===== src/rtl/mean_restore.sv =====
// mean_restore: re-inserts a delay-aligned DC mean into a zero-mean signed sample stream.
//
// Ports:
//   clk            sole clock, rising edge
//   reset          synchronous, active-high; clears all state
//   data_in        signed zero-mean sample (DATA_WIDTH)
//   data_valid     data_in accepted this cycle
//   mean_in        signed mean to add (DATA_WIDTH)
//   mean_load      capture mean_in this cycle
//   restore_out    registered restored sample, holds when restore_valid is low
//   restore_valid  one-cycle strobe per restored sample
//   sat_flag       sticky overflow indicator (always 0 unless SATURATE_EN)
//   drop_count     samples discarded before the first mean, saturates at 255
//
// Build option: define SATURATE_EN to clamp overflowing sums and drive sat_flag;
// otherwise sums wrap to DATA_WIDTH bits and no clamp logic exists.
module mean_restore #(
   parameter int DATA_WIDTH  = 16,
   parameter int ALIGN_DELAY = 7
) (
   input  logic                  clk,
   input  logic                  reset,
   input  logic [DATA_WIDTH-1:0] data_in,
   input  logic                  data_valid,
   input  logic [DATA_WIDTH-1:0] mean_in,
   input  logic                  mean_load,
   output logic [DATA_WIDTH-1:0] restore_out,
   output logic                  restore_valid,
   output logic                  sat_flag,
   output logic [7:0]            drop_count
);
   localparam logic [1:0] IDLE    = 2'd0;
   localparam logic [1:0] RUN     = 2'd1;
   localparam logic [1:0] PENDING = 2'd2;
   logic [1:0]            state;
   logic [DATA_WIDTH-1:0] active_mean, pending_mean, use_mean, result;
   logic [7:0]            count;
   logic                  take_pending;
   // Alignment has expired: this sample is the first to see the new mean.
   assign take_pending = (state == PENDING) && (count == 8'd0);
   assign use_mean     = take_pending ? pending_mean : active_mean;
`ifdef SATURATE_EN
   logic [DATA_WIDTH:0] sum;
   logic                ovf;
   assign sum    = {data_in[DATA_WIDTH-1], data_in} + {use_mean[DATA_WIDTH-1], use_mean};
   assign ovf    = sum[DATA_WIDTH] ^ sum[DATA_WIDTH-1];
   // sum[DATA_WIDTH] is the true sign: 0 means positive overflow -> max, 1 -> min.
   assign result = ovf ? {sum[DATA_WIDTH], {(DATA_WIDTH-1){~sum[DATA_WIDTH]}}} : sum[DATA_WIDTH-1:0];
   always_ff @(posedge clk) begin
      if (reset)
         sat_flag <= 1'b0;
      else if (data_valid && state != IDLE && ovf)
         sat_flag <= 1'b1;
   end
`else
   assign result   = data_in + use_mean;
   assign sat_flag = 1'b0;
`endif
   always_ff @(posedge clk) begin
      if (reset) begin
         state         <= IDLE;
         active_mean   <= '0;
         pending_mean  <= '0;
         count         <= '0;
         restore_out   <= '0;
         restore_valid <= 1'b0;
         drop_count    <= '0;
      end else begin
         restore_valid <= 1'b0;
         if (data_valid) begin
            if (state == IDLE)
               drop_count <= drop_count + {7'd0, drop_count != 8'hFF};
            else begin
               restore_out   <= result;
               restore_valid <= 1'b1;
            end
         end
         // A same-cycle load wins over alignment: the sample above used the old
         // mean and does not advance the countdown.
         if (mean_load) begin
            if (state == IDLE) begin
               active_mean <= mean_in;
               state       <= RUN;
            end else begin
               pending_mean <= mean_in;
               count        <= 8'(ALIGN_DELAY);
               state        <= PENDING;
            end
         end else if (data_valid && state == PENDING) begin
            if (take_pending) begin
               active_mean <= pending_mean;
               state       <= RUN;
            end else
               count <= count - 8'd1;
         end
      end
   end
endmodule


===== config.mk =====
export PLATFORM = sky130hd
export DESIGN_NAME = mean_restore
export DESIGN_NICKNAME = d
export VERILOG_FILES = /design/src/rtl/mean_restore.sv
export SDC_FILE = /design/constraint.sdc
export NUM_CORES = 1
export LEC_CHECK = 0
export ABC_AREA = 1
export BUFFER_PORTS_ARGS = -buffer_cell sky130_fd_sc_hd__buf_2
export CAP_MARGIN = 10
export CORE_MARGIN = 5
export CORE_UTILIZATION = 55
export CTS_CLUSTER_DIAMETER = 120
export CTS_CLUSTER_SIZE = 12
export DETAILED_ROUTE_END_ITERATION = 12
export PLACE_DENSITY = 0.78
export SYNTH_ARGS = -nofsm -noshare
export SYNTH_HDL_FRONTEND = slang
export SYNTH_SLANG_ARGS = --single-unit

===== constraint.sdc =====
create_clock -name clk -period 5.85 [get_ports clk]
set_input_delay 0 -clock clk [delete_from_list [all_inputs] [get_ports clk]]
set_output_delay 0 -clock clk [all_outputs]
set_load 0.01 [all_outputs]

==> out/qor.yml, run 1 <==
grt_pass1_wl_um: 17100
holdWs_ns: 0.0762
detail-route-antenna-nets: 0
die_h_um: 96.2
finClkSkew_ns: 0.00597
clk_path_buf_depth: 2
maxCapViolCount: 0
dr.pass1.iters: 5
seq_area_sq_mm: 0.00134
coreArea_sq_mm: 0.00725
clock_latency_ns: 0.35
grt_start_max_net_pins: 51
clk_pin_slew_ns: 0.07
antenna_found_initial: 0
vias: 3974
cp-start-kind: "flop"
synth_top_cell_by_area: "dfxtp_1"
setup_viol: 0
mostFrequentLayoutCell: "nand2_1"
slowest_stage: "fa_1"
p_per_area_mw_per_mm2: 268
synthTopCellsByArea: "dfxtp_1, nand2_1, inv_1"
synth_top_area_frac: 0.328
cts_tree: "yes"
max_freq_ghz: 0.336
fin_nets: 735
cts_buffers: 9
end_kind: "flop"
synthesis.nets: 668
vias_per_cell: 5.09
start_util: 0.564
syn_area_per_cell_sq_um: 6.70
first_iter_violations: 262
multi_input_area_sq_mm: 0.00224
criticalPathCategory: "flop to flop"
clock-sinks: 67
critPathMaxFanout: 32
numPortBuffers: 60
timing_hold_violations_final: 0
outcome: "finished, final reports clean"
finalSetupTns_ns: 0
rsz0062_at_grt: "no"
die_area_sq_mm: 0.00926
yosysWarnings: 0
place_congestion: 0.959
fin_crit_ns: 2.98
synth_cell_types: 37
slew_viol_final: 0
worstPathArrival_ns: 3.22
die_w_um: 96.2
dp_slack_ns: 2.91
grt_usage: 0.237
htreeDepth: 3
leakage_nw: 2.50
syn2layout_area_growth_pct: 16.7
layout-drive-gt1-share: 0.182
cp.required_ns: 6.10
fillers: 660
slew_headroom: 0.326
timing.final.crit_share: 0.509
postSynthCellCount: 610
ys_ff_latch: 67
finalWorstSetupSlack_ns: 2.87
worstHoldPathType: "input pin to flop"
overflow: 0
critPathBufInv: 2
rows: 31
ctsRootBufferMaster: "clkbuf_8"
drc: 0
crit_path_frequent_cell: "nand2_1"
critPathMaxStageDelay_ns: 0.44
worst_slew_pin_slew_ns: 1.01
crit_family: "simple AND/OR/NAND/NOR gates"
yosysSeqAreaShare: 0.328
peakVddDrop_mv: 0.140
num_antenna_cells: 0
io_pins: 62
crit_chain: "inv_1 -> ha_1 -> nand2_1 -> nor2_4 -> nand2_4 -> nand2_1 -> o21ai_4 -> inv_1 -> fa_1 -> o21ai_2 -> nand2_1 -> nand2_1 -> nand2_1 -> nand3_1 -> nand2_1 -> nor2_1 -> nor2_1"
dp.final_hpwl_um: 7240
finalWirelength_um: 10100
avgRoutedWirePerCell_um: 13.0
netlist_area_sq_mm: 0.00409
grt_pass1_vias: 3809
mostFrequentLayoutCells: "nand2_1, inv_1, dfxtp_1"
## kinds of logic (layout without fill, tap and decap cells)
group,Yosys count,count (layout),share of synthesized area
AOI/OAI and AO/OA,139,139,0.189
xor gates and xnor gates,10,10,0.0214
adders and majority gates,22,22,0.0692
buffers and inverters,124,196,0.123
DFF,67,67,0.328
other,1,1,0.000917
and+or+nand+nor,247,247,0.268
## registers in the layout (all words and copies together), names as in the netlist
signal         flops
restore_valid      1
state              2
pending_mean      16
active_mean       16
restore_out       16
drop_count         8
count              8
## synthesized netlist by cell type (all sizes together)
cell type,instances
o21ai,66
nand4,2
buf,13
fa,1
conb,1
a21o,2
nand3,29
nor3,5
nand2,144
ha,21
nor4,1
or2,1
xor2,9
a21oi,66
nor2,62
xnor2,1
nand3b,1
dfxtp,67
and3,2
clkbuf,9
a211oi,1
o21bai,1
inv,102
a31oi,2
o21a,1
## power by group
part	total [mW]	leakage [nW]	internal [mW]	switching (mW)
clock	0.399	0.102	0.208	0.191
sequential	0.510	0.550	0.491	0.0186
combinational	0.369	1.85	0.136	0.233
## worst paths after layout
kind / start / end / slack, ns / depth (start not counted)
min: data_in[0] / restore_out[0]$_SDFFE_PP0P_ / 0.08 / 4
min reg2reg: pending_mean[14]$_SDFFE_PP0P_ / pending_mean[14]$_SDFFE_PP0P_ / 0.48 / 2
max reg2reg: count[0]$_SDFFE_PP0P_ / restore_out[14]$_SDFFE_PP0P_ / 2.87 / 17
max: count[0]$_SDFFE_PP0P_ / restore_out[14]$_SDFFE_PP0P_ / 2.87 / 17
## area by class of cell
type / count / share of cell area
Tap cell: 99 / 0.0260
Sequential cell: 67 / 0.281
Multi-Input combinational cell: 419 / 0.470
Timing Repair Buffer: 78 / 0.100
Clock buffer: 10 / 0.0288
Clock inverter: 6 / 0.0136
Inverter: 102 / 0.0802
## metrics by stage
step                      cells  utilization  power [mW]  cell area (sq um)
after floorplan             610            -       0.789               4090
after global placement      748        0.607       0.865               4400
after detailed placement    748        0.607       0.876               4400
after CTS                   781        0.658        1.28               4770
after global routing        781        0.658        1.36               4770
final                       781        0.658        1.28               4770
## worst reg2reg max path, stage by stage, from the launching register on
cell     delay, ns
dfxtp_1       0.33
inv_1         0.10
ha_1          0.22
nand2_1       0.12
nor2_4        0.07
nand2_4       0.40
nand2_1       0.21
o21ai_4       0.11
inv_1         0.08
fa_1          0.44
o21ai_2       0.25
nand2_1       0.09
nand2_1       0.13
nand2_1       0.09
nand3_1       0.08
nand2_1       0.05
nor2_1        0.09
nor2_1        0.04
## timing repair
item	in CTS	in global routing
hold buffers	17	0
gates resized for setup	0	0
setup buffers	0	0
hold endpoints to repair	33	0
## metal layers
metal	vias up	wire length (um)	global-route usage	share of wire
met2	104	4930	0.415	0.49
li1	2067	-	-	-
met4	0	213	0.0806	0.021
met3	17	511	0.0485	0.050
met5	-	0	0	0
met1	1786	4490	0.286	0.44
Note: power is estimated with default switching activity, not from simulation.
==> inputs of run 2 (changes only) <==
Settings changed: CORE_UTILIZATION 55 to 52.
Clock period 5.85 ns to 2.41 ns, I/O delays scaled along.
==> run 2 against run 1 <==
Effect of this change: the run now ends with negative setup slack left; die area is 5.2% higher; non-clock buffer count is 54 higher; register-to-register slack worse by 2.9 ns; sequential cell count stayed put; hold slack worse by 0.027 ns; cell count is 7.3% higher; critical path depth is 2 higher; combinational power grew to 3.6 times the previous value; critical path type unchanged; largest cell class unchanged; highest routed layer unchanged.
==> out/qor.yml, run 2 (same netlist as run 1, synthesis figures left out) <==
fillers: 581  # -12%
syn2layout_area_growth_pct: 38.7
p_int_mw: 2.26  # +170%
stdcell_count: 838  # +7.3%
outcome: "finished with violations"
r2r-end: "restore_out[15]$_SDFFE_PP0P_"
finalWirelength_um: 12100  # +20%
timing.final.crit_share: 1.03  # +0.518
dp_cells: 800  # +7.0%
numPortBuffers: 60  # unchanged
finalWorstSetupSlack_ns: -0.0666  # -2.94 ns
seq_area_sq_mm: 0.00134  # +0.19%
fin_area_sq_mm: 0.00567  # +19%
avgRoutedWirePerCell_um: 14.5  # +12%
critPathMaxFanout: 9  # -72%
setup_viol: 3  # +3
vias_per_cell: 5.30  # +4.1%
multi_input_area_sq_mm: 0.00270  # +20%
finClkSkew_ns: 0.00709  # +0.00112 ns
switching_power_mw: 1.24  # +180%
wl_met1_um: 4990  # +11%
start_util: 0.532  # -0.0318
peakVddDrop_mv: 0.452  # +220%
dp.final_hpwl_um: 7890  # +9.0%
utilization: 0.738  # +0.0797
mostFrequentLayoutCell: "nand2_1"
die_area_sq_mm: 0.00974  # +5.2%
ctsRootBufferMaster: "clkbuf_8"
die_h_um: 98.7  # +2.6%
p_clk_frac: 0.264  # -0.048
die_w_um: 98.7  # +2.6%
grt_usage: 0.239  # +0.00156
critPathMaxStageDelay_ns: 0.33  # -0.11 ns
first_iter_violations: 281  # +7.3%
grt_pass1_vias: 4187  # +9.9%
fin_crit_ns: 2.48  # -0.502 ns
combPwrFrac: 0.382  # +0.093
leakage_nw: 2.77  # +11%
top_layer: "met4"
clock-sinks: 67  # unchanged
num_antenna_cells: 0  # unchanged
worstHoldPathType: "input pin to flop"
failed_checks: "negative setup slack"
coreArea_sq_mm: 0.00769  # +6.0%
clk_pin_slew_ns: 0.07  # about the same
rows: 32  # +3.2%
met2_length_um: 6020  # +22%
pwr-share-seq: 0.354  # -0.045
slew_headroom: 0.587  # +0.261
top_regs: "active_mean (16), pending_mean (16), restore_out (16)"
crit_chain: "inv_2 -> ha_4 -> nand2_2 -> nor2_4 -> nand2_4 -> buf_12 -> o21ai_4 -> inv_2 -> ha_4 -> nand2_2 -> nor2_2 -> and3_1 -> nand2_1 -> nand2_2 -> inv_1 -> nand2_1 -> nand3_1 -> nand2_1 -> inv_1"
cp-start-kind: "flop"
dr.pass1.iters: 5  # unchanged
grt_start_max_net_pins: 50  # -2.0%
p_per_area_mw_per_mm2: 616  # +130%
ff2ff_setup_slack_ns: -0.07  # -2.94 ns
place_congestion: 0.917  # -4.3%
wl_met3_um: 726  # +42%
antenna_found_initial: 0  # unchanged
drc: 0  # unchanged
p_total_mw: 3.50  # +170%
clk_path_buf_depth: 2  # unchanged
criticalPathCategory: "flop to flop"
clock_latency_ns: 0.35  # about the same
slowest_stage: "dfxtp_2"
slew_viol_final: 0  # unchanged
mostFrequentLayoutCells: "nand2_1, inv_1, dfxtp_1"
dp_slack_ns: -0.102  # -3.01 ns
crit_path_end: "restore_out[15]$_SDFFE_PP0P_"
rsz0062_at_grt: "yes"
startpoint: "count[0]$_SDFFE_PP0P_"
io_pins: 62  # unchanged
r2r-start: "count[0]$_SDFFE_PP0P_"
grt_pass1_wl_um: 19000  # +11%
cts_buffers: 9  # unchanged
maxCapViolCount: 0  # unchanged
end_kind: "flop"
overflow: 0  # unchanged
cts_tree: "yes"
timing_hold_violations_final: 0  # unchanged
reg2reg_depth: 19  # +2
placed_area_sq_mm: 0.00479  # +8.8%
fin_nets: 789  # +7.3%
worstPathArrival_ns: 2.73  # -0.49 ns
layout-drive-gt1-share: 0.349  # +0.167
vias: 4440  # +12%
cp.required_ns: 2.66  # -3.44 ns
netSwitchingFraction: 0.354  # +0.00772
detail-route-antenna-nets: 0  # unchanged
worst_slew_pin_slew_ns: 0.619  # -0.389 ns
htreeDepth: 3  # unchanged
max_freq_ghz: 0.404  # +20%
run 2: cell count changes in the layout (fill, tap and decap cells not counted), moves of 6 or more:
cell | previous run | this run
a21oi_1 | 66 | 57
a21oi_2 | 0 | 7
buf_4 | 1 | 50
ha_1 | 21 | 5
ha_4 | 0 | 16
inv_1 | 96 | 80
inv_2 | 6 | 22
nand2_1 | 127 | 105
nand2_2 | 14 | 31
o21ai_0 | 25 | 16
o21ai_1 | 26 | 34
o21ai_4 | 1 | 7
run 2: what timing repair did:
action | in CTS | in global routing
hold buffers | 17 | 0
hold endpoints to repair | 31 | 0
gates resized for setup | 49 | 61
setup endpoints to repair | 13 | 13
buffers inserted | 3 | 1
pin swaps | 10 | 4
gates cloned | 0 | 1
run 2: stage by stage:
step,hold WS [ns],TNS (ns)
global route,0.0606,-1.33
CTS,0.0290,-0.0218
finish,0.0495,-0.114
floorplan,0.135,0
detailed placement,0.248,-0.491
global placement,0.243,-0.0167
run 2: power groups by stage:
stage | Clock [mW] | Combinational, mW | Sequential [mW]
2_1_floorplan | 0 | 0.646 | 1.27
3_3_place_gp | 0 | 1.00 | 1.26
3_5_place_dp | 0 | 1.03 | 1.26
4_1_cts | 0.934 | 1.18 | 1.24
5_1_grt | 0.975 | 1.46 | 1.25
6_report | 0.921 | 1.34 | 1.24
run 2: worst min path at each step:
stage,from,end,slack [ns],cells after the start
2_1_floorplan,mean_in[0],pending_mean[0]$_SDFFE_PP0P_,0.13,2
3_3_place_gp,mean_in[0],pending_mean[0]$_SDFFE_PP0P_,0.24,3
3_5_place_dp,mean_in[0],pending_mean[0]$_SDFFE_PP0P_,0.25,3
4_1_cts,data_in[0],restore_out[0]$_SDFFE_PP0P_,0.03,4
5_1_grt,mean_load,active_mean[1]$_SDFFE_PP0P_,0.06,4
6_report,mean_load,active_mean[1]$_SDFFE_PP0P_,0.05,4
run 2: cell type report:
class / instances / area share
Clock buffer: 12 / 0.0238
Sequential cell: 67 / 0.237
Clock inverter: 4 / 0.00905
Inverter: 102 / 0.0675
Multi-Input combinational cell: 419 / 0.476
Timing Repair Buffer: 132 / 0.164
Tap cell: 102 / 0.0225
run 2: metal layers:
metal	global-route usage	vias to the layer above
li1	-	2159
met2	0.419	171
met4	0.0977	0
met5	0	-
met3	0.0354	32
met1	0.292	2078
run 2: worst max-delay path, delay by kind of cell (launching register included):
| kind | cells | cell delay [ns] |
|---|---|---|
| flip-flops | 1 | 0.33 |
| buffers and inverters | 5 | 0.41 |
| adder cells (fa/ha/maj) | 2 | 0.43 |
| AO/OA/AOI/OAI | 1 | 0.14 |
| AND/OR/NAND/NOR | 11 | 1.05 |
==> inputs of run 3 (changes only) <==
Settings changed: CORE_ASPECT_RATIO from default to 1.1.
==> run 3 against run 2 <==
Effect of this change: the flow still finishes with violations (negative setup slack); sequential share of layout area down 0.98 points; clock power down 3.9%; sequential cell count unchanged; setup slack worse by 0.019 ns; first-iteration DRC count up 39%; die area about the same; design area up 4.3%; global-route usage up 2.9 points; routed wire length up 15%; sequential power about the same.
==> out/qor.yml, run 3 (same netlist as run 1, synthesis figures left out) <==
die_area_sq_mm: 0.00974  # about the same
min_to: "active_mean[1]$_SDFFE_PP0P_"
cts_tree: "yes"
slew_viol_final: 0  # unchanged
worstHoldStart: "mean_load"
dp_slack_ns: -0.153  # -0.0514 ns
end_kind: "flop"
p_per_area_mw_per_mm2: 611  # -0.93%
io_pins: 62  # unchanged
timing.final.crit_share: 1.04  # +0.00784
leakage_nw: 2.89  # +4.4%
place_congestion: 0.944  # +2.9%
numPortBuffers: 60  # unchanged
timing_hold_violations_final: 0  # unchanged
rsz0062_at_grt: "yes"
mostFrequentLayoutCell: "nand2_1"
worstHoldPathType: "input pin to flop"
grt_start_max_net_pins: 50  # unchanged
criticalPathCategory: "flop to flop"
cp-start-kind: "flop"
ctsRootBufferMaster: "clkbuf_8"
finClkSkew_ns: 0.0116  # +0.00451 ns
htreeDepth: 3  # unchanged
first_iter_violations: 390  # +39%
coreArea_sq_mm: 0.00778  # +1.3%
clk_pin_slew_ns: 0.08  # about the same
finalWirelength_um: 13900  # +15%
avgRoutedWirePerCell_um: 16.1  # +11%
p_total_mw: 3.61  # +3.4%
drc: 0  # unchanged
peakVddDrop_mv: 0.336  # -26%
finalWorstSetupSlack_ns: -0.0855  # -0.0189 ns
clk_path_buf_depth: 2  # unchanged
worstPathArrival_ns: 2.75  # +0.02 ns
hold_depth: 4  # unchanged
cts_buffers: 9  # unchanged
die_w_um: 94.6  # -4.2%
dp.final_hpwl_um: 8170  # +3.4%
cp.required_ns: 2.67  # about the same
grt_pass1_wl_um: 20300  # +6.8%
crit_family: "simple AND/OR/NAND/NOR gates"
mostFrequentLayoutCells: "nand2_1, inv_1, buf_4"
r2r-end: "restore_out[11]$_SDFFE_PP0P_"
finalSetupTns_ns: -0.482  # -0.368 ns
antenna_found_initial: 0  # unchanged
clock_latency_ns: 0.36  # about the same
die_h_um: 103  # +4.4%
critPathMaxFanout: 7  # -2
grt_usage: 0.268  # +0.0290
setup_viol: 9  # +6
max_freq_ghz: 0.401  # -0.76%
detail-route-antenna-nets: 0  # unchanged
grt_pass1_vias: 4501  # +7.5%
start_util: 0.525  # -0.00667
overflow: 0  # unchanged
num_antenna_cells: 0  # unchanged
vias: 4782  # +7.7%
crit_chain: "inv_2 -> ha_4 -> nand2_4 -> nor2_4 -> nand2_4 -> buf_6 -> nand2_2 -> o21ai_4 -> inv_2 -> ha_4 -> a21oi_2 -> nand2_2 -> nand2_1 -> nand2_2 -> nand3_2 -> nand2_1 -> nand2_1 -> nand3_2 -> nand2_1 -> inv_1"
critPathMaxStageDelay_ns: 0.33  # about the same
layout-drive-gt1-share: 0.376  # +0.0271
vias_per_cell: 5.51  # +4.0%
dr.pass1.iters: 7  # +2
ff2ff_setup_slack_ns: -0.09  # -0.02 ns
maxCapViolCount: 0  # unchanged
utilization: 0.760  # +0.0223
outcome: "finished with violations"
reg2reg_depth: 20  # +1
syn2layout_area_growth_pct: 44.7
clock-sinks: 67  # unchanged
slowest_stage: "dfxtp_2"
slew_headroom: 0.621  # +0.0339
top_regs: "active_mean (16), pending_mean (16), restore_out (16)"
fin_crit_ns: 2.50  # +0.0189 ns
fin_nets: 813  # +3.0%
crit_path_frequent_cell: "nand2_1"
rows: 34  # +6.3%
worst_slew_pin_slew_ns: 0.569  # -0.0501 ns
critPathBufInv: 4  # -1
r2r-start: "count[0]$_SDFFE_PP0P_"
failed_checks: "negative setup slack"
holdWs_ns: 0.0272  # -0.0223 ns
run 3: changes by cell type in the layout (fill, tap and decap cells not counted), moves of 3 or more:
cell and change:
buf_4 +19, inv_1 -4, inv_2 +4, o21ai_2 -4
o21ai_4 +4, xor2_1 +4, xor2_2 -4, buf_6 +3
run 3: worst reg2reg max path: stages (launching register included):
cell and delay, ns:
dfxtp_2 0.33, inv_2 0.07, ha_4 0.15, nand2_4 0.05, nor2_4 0.13, nand2_4 0.13, buf_6 0.18, nand2_2 0.09
o21ai_4 0.06, inv_2 0.11, ha_4 0.22, a21oi_2 0.14, nand2_2 0.09, nand2_1 0.11, nand2_2 0.11, nand3_2 0.09
nand2_1 0.08, nand2_1 0.07, nand3_2 0.07, nand2_1 0.07, inv_1 0.03
run 3: timing repair:
item / in CTS / in global routing
hold buffers: 17 / 0
setup buffers: 9 / 10
cloned: 2 / 0
pin swaps: 25 / 32
resized for setup: 76 / 49
setup endpoints to repair: 11 / 13
endpoints found under the hold margin: 32 / 0
run 3: power by group:
| group | switching, mW | internal (mW) | total [mW] |
|---|---|---|---|
| registers | 0.0499 | 1.19 | 1.24 |
| logic | 0.817 | 0.668 | 1.48 |
| clock network | 0.501 | 0.384 | 0.885 |
| total | 1.37 | 2.25 | 3.61 |
run 3: worst max-delay path by stage:
stage                          start                           end  slack (ns)  cells after the start
3_3_place_gp   count[0]$_SDFFE_PP0P_  restore_out[13]$_SDFFE_PP0P_       -0.11                     18
6_report       count[0]$_SDFFE_PP0P_  restore_out[11]$_SDFFE_PP0P_       -0.09                     20
3_5_place_dp   count[0]$_SDFFE_PP0P_  restore_out[13]$_SDFFE_PP0P_       -0.15                     18
5_1_grt        count[0]$_SDFFE_PP0P_  restore_out[15]$_SDFFE_PP0P_       -0.22                     20
4_1_cts        count[1]$_SDFFE_PP0P_  restore_out[15]$_SDFFE_PP0P_      -0.006                     21
2_1_floorplan  count[0]$_SDFFE_PP0P_  restore_out[14]$_SDFFE_PP0P_        0.04                     19
run 3: per-layer routing:
layer,vias to the layer above,wire length (um),part of all wire,GRT usage
li1,2226,-,-,-
met1,2233,5080,0.36,0.281
met4,0,790,0.057,0.168
met2,251,7160,0.51,0.497
met5,-,0,0,0
met3,72,903,0.065,0.0423
run 3: stage by stage:
stage / area, sq um / cells
finish: 5920 / 868
detailed placement: 4860 / 815
floorplan: 4100 / 610
global placement: 4860 / 815
CTS: 5700 / 858
global route: 5920 / 868
run 3: layout make-up:
class                      instances  area (sq um)
multi-input combinational        420          2740
fill                             500          1870
sequential                        67          1340
timing repair buffer             155          1130
inverter                         102           383
tap                              108           135
clock buffer                      10           128
clock inverter                     6          50.0
